[config.mk]
export PLATFORM = sky130hd
export DESIGN_NAME = supercar_ctrl_flat
export DESIGN_NICKNAME = d
export VERILOG_FILES = /design/src/rtl/supercar_pkg.sv /design/src/rtl/supercar_if.sv /design/src/rtl/supercar_ctrl_tick_gen.sv /design/src/rtl/supercar_ctrl.sv /design/src/flat_wrapper.sv
export SDC_FILE = /design/constraint.sdc
export NUM_CORES = 1
export LEC_CHECK = 0
export ABC_AREA = 1
export CAP_MARGIN = 20
export CORE_MARGIN = 4
export CORE_UTILIZATION = 34
export CTS_CLUSTER_SIZE = 28
export DETAILED_ROUTE_END_ITERATION = 10
export PLACE_DENSITY_LB_ADDON = 0.12
export SLEW_MARGIN = 20
export SYNTH_ARGS = -nofsm -noshare
export SYNTH_HDL_FRONTEND = slang
export SYNTH_SLANG_ARGS = --single-unit
[constraint.sdc]
create_clock -name clk -period 1.2 [get_ports clk]
set_input_delay 0.24 -clock clk [delete_from_list [all_inputs] [get_ports clk]]
set_output_delay 0.24 -clock clk [all_outputs]
set_load 0.01 [all_outputs]
[src/rtl/supercar_pkg.sv]
// Shared types and constants for the supercar sweep controller.
package supercar_pkg;

  typedef enum logic [1:0] {
    IDLE = 2'd0,
    LOAD = 2'd1,
    UP   = 2'd2,
    DN   = 2'd3
  } state_e;

  localparam logic DIR_UP = 1'b0;
  localparam logic DIR_DN = 1'b1;

  // Signed compare keeps the check meaningful even when lo is zero.
  function automatic logic in_range(input int c, input int lo, input int hi);
    return (c >= lo) && (c <= hi);
  endfunction

endpackage

[src/rtl/supercar_if.sv]
// Controller <-> counter/host signal bundle; slave is the controller side.
interface supercar_if #(
  parameter int unsigned CNT_W = 4
);
  localparam int unsigned LED_W = 32'd1 << CNT_W;

  logic             start;
  logic             stop;
  logic [CNT_W-1:0] cnt;
  logic             en;
  logic             d_nu;
  logic             pl;
  logic [CNT_W-1:0] pin;
  logic             busy;
  logic [LED_W-1:0] led;

  modport master (
    output start, stop, cnt,
    input  en, d_nu, pl, pin, busy, led
  );

  modport slave (
    input  start, stop, cnt,
    output en, d_nu, pl, pin, busy, led
  );
endinterface

[src/rtl/supercar_ctrl_tick_gen.sv]
// Step-rate prescaler: one-cycle tick every DIV cycles while run is high.
module tick_gen #(
  parameter int unsigned DIV = 4
) (
  input  logic clk,
  input  logic rst,
  input  logic clr,
  input  logic run,
  output logic tick
);
  localparam int unsigned W = (DIV > 1) ? $clog2(DIV) : 1;

  logic [W-1:0] q;

  assign tick = run && (q == W'(DIV - 1));

  // Held at zero whenever not running so every sweep starts a full period.
  always_ff @(posedge clk or negedge rst) begin
    if (!rst)              q <= '0;
    else if (clr || !run)  q <= '0;
    else if (tick)         q <= '0;
    else                   q <= q + W'(1);
  end
endmodule

[src/rtl/supercar_ctrl.sv]
// Sequences an external up/down loadable counter into a back-and-forth LED sweep.
module supercar_ctrl
  import supercar_pkg::*;
#(
  parameter int unsigned CNT_W = 4,
  parameter int unsigned LO    = 0,
  parameter int unsigned HI    = 7,
  parameter int unsigned DIV   = 4
) (
  input  logic       clk,
  input  logic       rst,
  supercar_if.slave  bus
);
  localparam int unsigned      LED_W = 32'd1 << CNT_W;
  localparam logic [CNT_W-1:0] LO_V  = CNT_W'(LO);
  localparam logic [CNT_W-1:0] HI_V  = CNT_W'(HI);

  state_e state, state_nxt;
  logic   tick, run, clr, in_rng;
  logic   en, pl, d_nu, busy;

  assign run    = (state == UP) || (state == DN);
  assign clr    = (state == LOAD);
  assign in_rng = in_range(int'(bus.cnt), int'(LO), int'(HI));

  tick_gen #(.DIV(DIV)) u_tick (
    .clk  (clk),
    .rst  (rst),
    .clr  (clr),
    .run  (run),
    .tick (tick)
  );

  always_ff @(posedge clk or negedge rst) begin
    if (!rst) state <= IDLE;
    else      state <= state_nxt;
  end

  // Next state and Moore outputs; en additionally masked at the sweep ends.
  always_comb begin
    state_nxt = state;
    en        = 1'b0;
    pl        = 1'b0;
    d_nu      = DIR_UP;
    busy      = 1'b0;
    case (state)
      IDLE: begin
        if (bus.start && !bus.stop) state_nxt = LOAD;
      end
      LOAD: begin
        pl        = 1'b1;
        busy      = 1'b1;
        state_nxt = bus.stop ? IDLE : UP;
      end
      UP: begin
        busy = 1'b1;
        en   = tick && (bus.cnt != HI_V);
        if (bus.stop)             state_nxt = IDLE;
        else if (!in_rng)         state_nxt = LOAD;
        else if (bus.cnt == HI_V) state_nxt = DN;
      end
      DN: begin
        busy = 1'b1;
        d_nu = DIR_DN;
        en   = tick && (bus.cnt != LO_V);
        if (bus.stop)             state_nxt = IDLE;
        else if (!in_rng)         state_nxt = LOAD;
        else if (bus.cnt == LO_V) state_nxt = UP;
      end
      default: state_nxt = IDLE;
    endcase
  end

  assign bus.en   = en;
  assign bus.pl   = pl;
  assign bus.d_nu = d_nu;
  assign bus.busy = busy;
  assign bus.pin  = LO_V;
  assign bus.led  = busy ? (LED_W'(1) << bus.cnt) : '0;
endmodule

[src/flat_wrapper.sv]
// flat-port wrapper written by rule: the top's interface ports become plain ports
module supercar_ctrl_flat import supercar_pkg::*;
#(
  parameter int unsigned CNT_W = 4,
  parameter int unsigned LO    = 0,
  parameter int unsigned HI    = 7,
  parameter int unsigned DIV   = 4
)
  (clk, rst, bus_start, bus_stop, bus_cnt, bus_en, bus_d_nu, bus_pl, bus_pin, bus_busy, bus_led);
  supercar_if #(.CNT_W(CNT_W)) bus_i ();
  input  logic clk;
  input  logic rst;
  input wire logic [$bits(bus_i.start)-1:0] bus_start;
  input wire logic [$bits(bus_i.stop)-1:0] bus_stop;
  input wire logic [$bits(bus_i.cnt)-1:0] bus_cnt;
  output wire logic [$bits(bus_i.en)-1:0] bus_en;
  output wire logic [$bits(bus_i.d_nu)-1:0] bus_d_nu;
  output wire logic [$bits(bus_i.pl)-1:0] bus_pl;
  output wire logic [$bits(bus_i.pin)-1:0] bus_pin;
  output wire logic [$bits(bus_i.busy)-1:0] bus_busy;
  output wire logic [$bits(bus_i.led)-1:0] bus_led;
  assign bus_i.start = bus_start;
  assign bus_i.stop = bus_stop;
  assign bus_i.cnt = bus_cnt;
  assign bus_en = bus_i.en;
  assign bus_d_nu = bus_i.d_nu;
  assign bus_pl = bus_i.pl;
  assign bus_pin = bus_i.pin;
  assign bus_busy = bus_i.busy;
  assign bus_led = bus_i.led;
  supercar_ctrl #(.CNT_W(CNT_W), .LO(LO), .HI(HI), .DIV(DIV)) u_core (.clk(clk), .rst(rst), .bus(bus_i));
endmodule
## After elaboration in Yosys (flattened, before gate mapping)

Index checks and enable logic that the tools add are counted.

- Output and inout bits: 24
- Logic and storage cells: 43
- Input port bits: 8
- Register bits: 4

- Muxes and demuxes: 16
- Reduce and logical (&&, ||, !) cells: 13
- Add/sub/neg operators: 1
- Shifts and indexed selects: 1
- Order comparisons: 1
- Equality and inequality tests: 9

Operator list:

| operator | number |
|---|---|
| 2-bit two-way mux | 10 |
| 16-bit two-way mux | 1 |
| 1-bit by 4-bit left shift with 16-bit output (first input constant) | 1 |
| 4-bit != test (second input constant) | 2 |
| 2-bit one-hot mux with 4 select lines | 1 |
| 2-bit == test (second input constant) | 3 |
| 4-bit by 3-bit == test with 1-bit output (second input constant) | 1 |
| 4-bit by 3-bit less-or-equal comparator with 1-bit output (second input constant) | 1 |
| 1-bit logical AND | 4 |
| 4-bit logical NOT | 1 |
| 4-bit by 3-bit != test with 1-bit output (second input constant) | 1 |
| 4-bit nonzero test | 1 |
| 1-bit two-way mux | 3 |
| 3-bit AND reduction | 1 |
| 3-bit OR reduction | 1 |
| 2-bit by 1-bit adder with 2-bit output (second input constant) | 1 |
| 2-bit by 1-bit == test with 1-bit output (second input constant) | 1 |
| 1-bit logical NOT | 2 |
| 2-bit logical NOT | 1 |
| 1-bit logical OR | 2 |
| 2-bit by 1-bit != test with 1-bit output (second input constant) | 1 |
| 1-bit one-hot mux with 2 select lines | 1 |

## Logic depth before layout (Yosys ltp)

Gate-level depths: netlist (run 1).

- Depth after elaboration: 5
- Mapped depth: 8
- Depth with buffers taken out: 7

## Hierarchy

Synthesis (run 1) repeated with hierarchy kept, for this count alone.

- Cells, all modules: 77
- Area, all modules: 509.2 um^2

By module, submodules not included:

| module | area an instance (um^2) | seq. area each (um^2) | times used | cells each |
|---|---|---|---|---|
| supercar_ctrl | 409.1 | 50.0 | 1 | 64 |
| tick_gen | 100.1 | 50.0 | 1 | 13 |

## Worst setup path after synthesis (run 1)

No wires, ideal clock.

- Path type: register -> output
- Start point: register u_core.state[1]
- End point: output port bus_led[12]
- Buffers on the path: 1
- Data arrival time: 934 ps
- Data required time: 960 ps
- Path slack: 26 ps
- Cell stages (with the launch flop): 8
- Cell sequence: dfrtp_1 -> buf_6 -> inv_4 -> nand2_4 -> inv_4 -> nor2_4 -> nand2_2 -> nor2_1

- Cells in the longest elaborated chain, start to end: 4
- Elaborated cells between the ends (all ways): 6

RTL lines:

| element | line | text |
|---|---|---|
| start: declaration | supercar_ctrl.sv:18 | `state_e state, state_nxt;` |
| start signal: assignment | supercar_ctrl.sv:36 | `else state <= state_nxt;` |
| 2-bit by 1-bit == test with 1-bit output or 2-bit == test (tied branches) | supercar_ctrl.sv:46 | `case (state)` |
| 3-bit OR reduction (no line) * | n/a |  |
| 1-bit two-way mux * | supercar_ctrl.sv:46 |  |
| named net bus_busy | flat_wrapper.sv:20 | `output wire logic [$bits(bus_i.busy)-1:0] bus_busy;` |
| 16-bit two-way mux * | supercar_ctrl.sv:79 | `assign bus.led = busy ? (LED_W'(1) << bus.cnt) : '0;` |
| end: declaration | flat_wrapper.sv:21 | `output wire logic [$bits(bus_i.led)-1:0] bus_led;` |

The timed path passes the listed nets; every way through them passes the cells marked *.

## Worst setup path in the final report (run 1)

- Start point: register u_core.state[1]
- End point: output port bus_led[14]

- Cells in the longest elaborated chain, start to end: 4
- Elaborated cells between the ends (all ways): 6

RTL lines:

| element | line |
|---|---|
| 2-bit by 1-bit == test with 1-bit output or 2-bit == test (tied branches) | supercar_ctrl.sv:46 |
| 3-bit OR reduction (no line) * | n/a |
| 1-bit two-way mux * | supercar_ctrl.sv:46 |
| 16-bit two-way mux * | supercar_ctrl.sv:79 |

Every way passes the cells marked *; elsewhere a longest branch is shown, timed or not.

==> results.cfg, run 1 <==
[layout]
fin_nets = 140
stdcell_area_um2 = 891
final_cell_mix = buf_2 (18), nor2_2 (16), nand2_1 (15)
layout_commonest_cell = buf_2
post-route-util = 0.685
n_antenna_cell = 0
drive_gt1_frac = 0.566
syn2layout_area_growth_pct = 91.9

[timing]
fin_skew_ps = 9.83
fmaxAchievable_mhz = 671
worst_slack_ps = -290
hold_violations = 0
setup_viol = 20
rsz0062_at_grt = true
final_max_slew_viol_count = 0
fin_crit_sh = 1.24
finalCriticalPeriod_ps = 1490
setup-tns-final_ps = -4670

[yosys]
yosysSeqAreaShare = 0.216
synth_top_area_cell = dfrtp_1
syn_area_per_cell_um2 = 5.59
ys_ff_latch = 4
synthTopCellsByArea = dfrtp_1 (22%), nor2_1 (21%), nand2_1 (15%), inv_1 (9.7%), buf_4 (6.5%)
netlist.area_leader.share = 0.216
synth_warnings = 0
netlist-cell-type-count = 18
syn_area_um2 = 464
syn_inst = 83

[detailed_routing]
dr.pass1.iters = 3
wl_per_cell_um = 10.2
vias = 624
remaining_drc_errors = 0
antenna_left = 0
routed_wl_mm = 1.46
drtIter0Drc = 2
vias_per_cell = 4.33

[critical_path]
crit_chain = inv_4 > nand2_8 > inv_6 > nor2_4 > nand2_4 > nor2_2 > buf_2
reg2reg_depth = 9
critPathMaxFanout = 4
cp_num_cells = 7
r2r-end = u_core.state[0]
crit_type = reg -> out
cpLargestDelayFamily = simple AND/OR/NAND/NOR gates
cp-start-kind = register
reg2reg_setup_slack_ps = 40
worstPathArrival_ps = 1250
end_kind = output port
cp_slowest_stage_delay_ps = 390
r2r-start = u_core.state[1]
cpMaxStageDelayCell = dfrtp_1
endpoint = bus_led[14]
cp_num_buf_inv = 3
cp-startpoint = u_core.state[1]
crit_required_ps = 960

[floorplanning]
ios = 32
coreArea_mm2 = 0.00130
dieArea_mm2 = 0.00202
rows = 13
die_y_um = 45.0
initial_core_util = 0.357
die_w_um = 45.0

[place]
dp_worst_setup_slack_ps = -810
hpwlAfterDp_mm = 1.11
portBuffers = 27
dpl_cell_area_um2 = 813
gp_congestion = 0.769

[clock_tree]
cts_tree = yes
cts_root_buf = clkbuf_4
cts_buffers = 3
htree_levels = 1
clk_pin_slew_worst_paths_ps = 40
clock_path_buffers = 2
cts_sinks = 4
worstSkewPairLatency_ps = 250

[status]
violations = setup timing
status = finished, violations left

[pwr]
power_density_mw_per_mm2 = 1550
power.switching_mw = 0.580
total_power_mw = 1.38
ir_drop_mv = 0.687
leakage_nw = 0.524
pwr-share-seq = 0.149
pwr-share-clk = 0.128
sw_frac_of_total = 0.420
comb_power_share = 0.724
cell_internal_pwr_mw = 0.800

[flow_run]
maxCapViolations = 0

[global_route]
grt_pass1_vias = 584
grt_max_degree = 8
overflow = 0
antenna_found_initial = 0
grt_pass1_wl_mm = 2.33
grt_usage = 0.162

[worst_hold_path]
hp-class = in -> async
-- metrics by stage --
stage	instances	hold slack (ps)
finish	144	187
global placement	135	422
detailed placement	135	442
floorplan	86	-55.6
global route	144	210
CTS	142	196
-- cell type report --
cell class                 count  area (µm²)
multi-input combinational     60         349
tap                           15        18.8
fill                         135         410
clock buffer                   3        22.5
inverter                      17        71.3
timing repair buffer          45         329
sequential                     4         100
-- power groups by stage --
stage | logic, mW | registers, mW | clock network (mW)
finish | 0.998 | 0.205 | 0.176
detailed placement | 0.723 | 0.213 | 0
global route | 1.09 | 0.209 | 0.192
CTS | 0.919 | 0.206 | 0.169
floorplan | 0.383 | 0.202 | 0
global placement | 0.711 | 0.209 | 0
-- layer usage --
metal | vias to the layer above | track usage | wire length [µm]
met1 | 272 | 0.165 | 537
met2 | 24 | 0.282 | 801
met5 | - | 0 | 0
li1 | 325 | - | -
met4 | 0 | 0.129 | 28
met3 | 3 | 0.0319 | 95
-- Yosys cell counts --
cell and instances:
inv_2 3, dfrtp_1 4, a211oi_1 1, nor2_4 1, nand3_1 1, nand2_1 19, conb_1 1, a21oi_1 1
nand2_4 1, buf_4 4, inv_4 2, ha_1 1, nor2_1 26, nand2_2 2, inv_1 12, nor2_2 1
nor3_1 2, buf_6 1
-- worst min path at each step --
| stage | from | to | slack (ps) | cells after the start |
|---|---|---|---|---|
| 2_1_floorplan | rst | u_core.state[0] | -60 | 0 |
| 3_3_place_gp | u_core.u_tick.q[0] | u_core.u_tick.q[0] | 420 | 1 |
| 3_5_place_dp | u_core.u_tick.q[0] | u_core.u_tick.q[0] | 440 | 1 |
| 4_1_cts | rst | u_core.state[0] | 200 | 1 |
| 5_1_grt | rst | u_core.state[0] | 210 | 1 |
| 6_report | rst | u_core.state[0] | 190 | 1 |
-- logic make-up (layout without fill, tap and decap cells) --
kind of cell | count (synthesis) | after routing | synth area share
simple gates | 53 | 53 | 0.485
fa+ha+maj | 1 | 1 | 0.0269
flops | 4 | 4 | 0.216
buf+inv | 22 | 65 | 0.237
other cells | 1 | 4 | 0.00808
compound gates | 2 | 2 | 0.0269
-- registers in the layout, summed over array words and instances, names as in the netlist --
register and cells:
u_core.u_tick.q 2, u_core.state 2
-- timing repair --
action,in CTS,in global routing
hold buffers,0,0
setup buffers,4,3
pin swaps,6,5
resized for setup,103,17
endpoints found under the setup margin,21,21
endpoints found under the hold margin,0,0
No activity file was read; power rests on OpenSTA's default activity.
==> inputs of run 2 (changes only) <==
Settings changed: CORE_UTILIZATION 34 to 35, RECOVER_POWER set to 100, SYNTH_HIERARCHICAL set to 1.
==> run 2 against run 1 <==
- combinational power barely moved
- critical endpoint is now bus_d_nu
- sequential cell count stayed put
- routed wire length is 6.5% higher
- critical path type unchanged
- first-iteration DRC count grew to 4.0 times the previous value
- synthesized cell count down 7.2%
- count of clock-buffer cells in the layout is the same
- the flow still finishes with violations (setup timing)
- fmax grew 2.8%
==> results.cfg, run 2 <==
[critical_path]
crit_type = reg -> out
critPathMaxFanout = 3
reg2reg_setup_slack_ps = 30
crit_required_ps = 960
cp-startpoint = u_core/state[0]
cp_slowest_stage_delay_ps = 430
cpMaxStageDelayCell = dfrtp_2
endpoint = bus_d_nu
crit_chain = buf_6 > nand2_2 > clkinv_2 > buf_4 > buf_2
worstPathArrival_ps = 1210
end_kind = output port
reg2reg_depth = 7
r2r-end = u_core/state[0]
cp-start-kind = register
r2r-start = u_core/state[1]

[flow_run]
maxCapViolations = 0

[yosys]
netlist.area_leader.share = 0.197
syn_inst = 77
netlist-cell-type-count = 22
synth_top_area_cell = dfrtp_1
synth_async_sr_flop_share = 1.00
syn_area_per_cell_um2 = 6.61
yosysSeqAreaShare = 0.197
syn_area_um2 = 509
synth_edf_count = 0
synth_most_common_cell = nor2_1
synth_warnings = 6
synth_common_cells = nor2_1 (15), inv_1 (12), nand2_1 (10), nor3_2 (7)
ys.flop_type = dfrtp_1
synthTopCellsByArea = dfrtp_1 (20%), nor3_2 (14%), nor2_1 (11%), inv_1 (8.8%), buf_4 (7.4%)
ys_ff_latch = 4

[timing]
fmaxAchievable_mhz = 690
hold_violations = 0
setup_viol = 20
finalCriticalPeriod_ps = 1450
worst_slack_ps = -250
fin_crit_sh = 1.21
whs_ps = 285
rsz0062_at_grt = true
final_max_slew_viol_count = 0
fin_skew_ps = 6.07

[floorplanning]
coreArea_mm2 = 0.00133
initial_core_util = 0.382
ios = 32
die_w_um = 46.1
die_y_um = 46.1
dieArea_mm2 = 0.00213
rows = 13

[layout]
post-route-util = 0.674
layout_commonest_cell = buf_2
final_cell_mix = buf_2 (17), buf_4 (13), inv_1 (12)
largestRegisters = u_core/state x2, u_core/u_tick/q x2
fillers = 125
drive_gt1_frac = 0.567
multi_input_area_um2 = 373
seqCellArea_um2 = 103
syn2layout_area_growth_pct = 76.4
fin_nets = 131
n_antenna_cell = 0

[status]
status = finished, violations left
violations = setup timing

[pwr]
total_power_mw = 1.42
power_density_mw_per_mm2 = 1580
leakage_nw = 0.479
ir_drop_mv = 0.954

[place]
dp_worst_setup_slack_ps = -784
portBuffers = 27
hpwlAfterDp_mm = 1.12
gp_congestion = 0.764

[detailed_routing]
drtIter0Drc = 8
dr.pass1.iters = 4
antenna_left = 0
remaining_drc_errors = 0
routed_wl_mm = 1.56
vias = 628
wl_per_cell_um = 11.5
vias_per_cell = 4.65

[clock_tree]
clk_pin_slew_worst_paths_ps = 40
cts_buffers = 3
cts_tree = yes
worstSkewPairLatency_ps = 240
cts_sinks = 4
clock_path_buffers = 2
htree_levels = 1
cts_root_buf = clkbuf_4

[global_route]
grt_usage = 0.164
grt_max_degree = 11
overflow = 0
grt_pass1_wl_mm = 2.45
grt_pass1_vias = 582
antenna_found_initial = 0

[worst_hold_path]
hp-class = in -> async
[run 2: per-stage QoR]
stage                     area [µm²]  TNS [ps]  std cells
after floorplan                  520         0         80
after detailed placement         858    -13500        128
after global placement           858    -13510        128
after CTS                        871     -4390        135
after global routing             898     -5300        135
final                            898     -4150        135
[run 2: power breakdown]
| part | internal (mW) | total, mW | leakage, nW | switching (mW) |
|---|---|---|---|---|
| sequential | 0.185 | 0.240 | 0.0500 | 0.0555 |
| clock | 0.112 | 0.167 | 0.0138 | 0.0548 |
| combinational | 0.493 | 1.01 | 0.415 | 0.516 |
| total | 0.790 | 1.42 | 0.479 | 0.627 |
[run 2: worst min path at each step]
stage / start / end / cells past startpoint
final: rst / u_core/state[1] / 1
after global routing: rst / u_core/state[1] / 1
after CTS: rst / u_core/state[0] / 1
after detailed placement: rst / u_core/u_tick/q[1] / 1
after global placement: rst / u_core/state[0] / 1
after floorplan: rst / u_core/state[0] / 0
[run 2: repair_timing]
item | CTS | global route
endpoints found under the setup margin | 20 | 22
resized for setup | 100 | 6
setup buffers | 4 | 0
hold buffers | 0 | 0
pin swaps | 4 | 1
[run 2: kinds of logic (layout without fill, tap and decap cells)]
group / Yosys count / after routing / synth area share
AOI/OAI and AO/OA: 5 / 5 / 0.0639
adders and majority gates: 1 / 1 / 0.0246
buffers and inverters: 22 / 62 / 0.209
other: 1 / 4 / 0.00736
DFF: 4 / 4 / 0.197
and+or+nand+nor: 44 / 44 / 0.499
[run 2: area by class of cell]
cell class | instances | share of cell area
clock buffers | 3 | 0.0251
multi-input cells | 54 | 0.415
repair buffers | 43 | 0.351
inverters | 16 | 0.0738
flip-flops and latches | 4 | 0.114
well taps | 15 | 0.0209
[run 2: worst max-delay path: cells and delay by family (launching register included)]
family                 cells  cell delay, ps
DFF                        1             430
and+or+nand+nor            1              80
buffers and inverters      4             460
[run 2: metal layers]
layer,vias to the layer above,global-route usage,wire length (µm)
met1,285,0.184,589
met4,0,0.0852,23
met3,2,0.0430,125
met5,-,0,0
li1,316,-,-
met2,25,0.280,818
==> inputs of run 3 (changes only) <==
Clock period 1.2 ns to 1.65 ns, I/O delays scaled along.
==> run 3 against run 2 <==
- routed wire length fell by 14%
- the run now ends clean
- register-to-register slack improved by 570 ps
- combinational power fell by 48%
- clock skew fell by 1.2 ps
- critical path depth fell by 1
- highest routed layer is now met3
- worst setup slack improved by 300 ps
- count of clock-buffer cells in the layout did not move
- sequential cell count did not move
- via count fell by 6.7%
- core utilization fell by 2.5 points
- sequential power fell by 27%
- power fell by 42%
- largest cell class unchanged
==> results.cfg, run 3 (same netlist as run 2, synthesis figures left out) <==
[pwr]
ir_drop_mv = 0.724
pwr-share-seq = 0.213
power_density_mw_per_mm2 = 956
comb_power_share = 0.641
pwr-share-clk = 0.146
power.switching_mw = 0.377
leakage_nw = 0.433
cell_internal_pwr_mw = 0.450
total_power_mw = 0.827
sw_frac_of_total = 0.456

[place]
dp.cells = 125
hpwlAfterDp_mm = 1.02
portBuffers = 27
gp_congestion = 0.773

[timing]
finalCriticalPeriod_ps = 1600
fin_skew_ps = 4.88
hold_violations = 0
final_max_slew_viol_count = 0
fmaxAchievable_mhz = 625
setup_viol = 0
fin_crit_sh = 0.969

[critical_path]
crit_required_ps = 1320
reg2reg_setup_slack_ps = 600
r2r-end = u_core/state[0]
critPathMaxFanout = 5
worstPathArrival_ps = 1270
end_kind = output port
reg2reg_depth = 5
cp-start-kind = register
crit_type = reg -> out
r2r-start = u_core/state[1]

[clock_tree]
htree_levels = 1
worstSkewPairLatency_ps = 240
holdBufCountCts = 0
cts_sinks = 4
clock_path_buffers = 2
cts_buffers = 3
clk_pin_slew_worst_paths_ps = 40
cts_tree = yes
cts_root_buf = clkbuf_4

[detailed_routing]
antenna_left = 0
vias_per_cell = 4.47
routed_wl_mm = 1.34
wl_per_cell_um = 10.2
drtIter0Drc = 5
remaining_drc_errors = 0
vias = 586
dr.pass1.iters = 2

[layout]
n_antenna_cell = 0
finalNonFillerCells = 131
syn2layout_area_growth_pct = 69.8
layout_commonest_cell = nor2_1
drive_gt1_frac = 0.414
fin_nets = 127
largestRegisters = u_core/state x2, u_core/u_tick/q x2
final_cell_mix = nor2_1 (14), inv_1 (12), buf_4 (11)

[floorplanning]
coreArea_mm2 = 0.00133
ios = 32
initial_core_util = 0.382
rows = 13
die_w_um = 46.1
die_y_um = 46.1
dieArea_mm2 = 0.00213

[global_route]
overflow = 0
grt_usage = 0.136
grt_pass1_wl_mm = 2.12
antenna_found_initial = 0
grt_pass1_vias = 522
grt_max_degree = 11

[flow_run]
maxCapViolations = 0

[status]
status = complete, no violations

[worst_hold_path]
hp-class = in -> async
==> run 3: per-layer routing <==
metal / track usage / vias up / wire [µm]
met2: 0.187 / 23 / 630
met1: 0.189 / 254 / 592
li1: - / 309 / -
met3: 0.0625 / 0 / 118
met5: 0 / - / 0
met4: 0.0341 / 0 / 0
==> run 3: area by class of cell <==
type,instances,area [µm²]
repair inverters,1,7.51
clock buffers,3,22.5
multi-input cells,54,340
repair buffers,38,308
inverters,16,65.1
fillers,124,469
flip-flops and latches,4,103
well taps,15,18.8
==> run 3: critical path, stage by stage (launching register included) <==
cell           delay, ps
dfrtp_2              440
nor2_4               150
buf_4                140
nor2_1                40
dlygate4sd2_1        270
==> run 3: worst max path at each step <==
stage	end	cells after the start	slack (ps)	start
6_report	bus_led[0]	4	50	u_core/state[1]
2_1_floorplan	bus_en	5	440	u_core/state[1]
3_3_place_gp	bus_led[4]	5	-520	bus_cnt[1]
3_5_place_dp	bus_en	6	-510	bus_cnt[2]
4_1_cts	bus_d_nu	4	7	u_core/state[1]
5_1_grt	bus_led[6]	5	-30	u_core/state[1]
==> run 3: what timing repair did <==
item | CTS | global route
buffers inserted | 1 | 1
gates resized for setup | 31 | 29
pin swaps | 0 | 1
endpoints found under the setup margin | 20 | 18
hold endpoints to repair | 0 | 0
gates cloned | 0 | 1
==> run 3: power groups by stage <==
| stage | Clock, mW | Sequential, mW | Combinational (mW) |
|---|---|---|---|
| CTS | 0.127 | 0.169 | 0.480 |
| global route | 0.141 | 0.182 | 0.585 |
| floorplan | 0 | 0.153 | 0.309 |
| global placement | 0 | 0.171 | 0.492 |
| detailed placement | 0 | 0.171 | 0.496 |
| finish | 0.121 | 0.176 | 0.530 |
==> run 3: metrics by stage <==
step | util | setup slack [ps] | TNS [ps] | hold WS [ps] | area (µm²)
finish | 0.648 | 51.1 | 0 | 362 | 865
global route | 0.648 | -30.8 | -52.4 | 371 | 865
CTS | 0.636 | 6.57 | 0 | 293 | 848
detailed placement | 0.627 | -513 | -7820 | 505 | 836
global placement | 0.627 | -518 | -7900 | 499 | 836
floorplan | - | 444 | 0 | 34.4 | 520
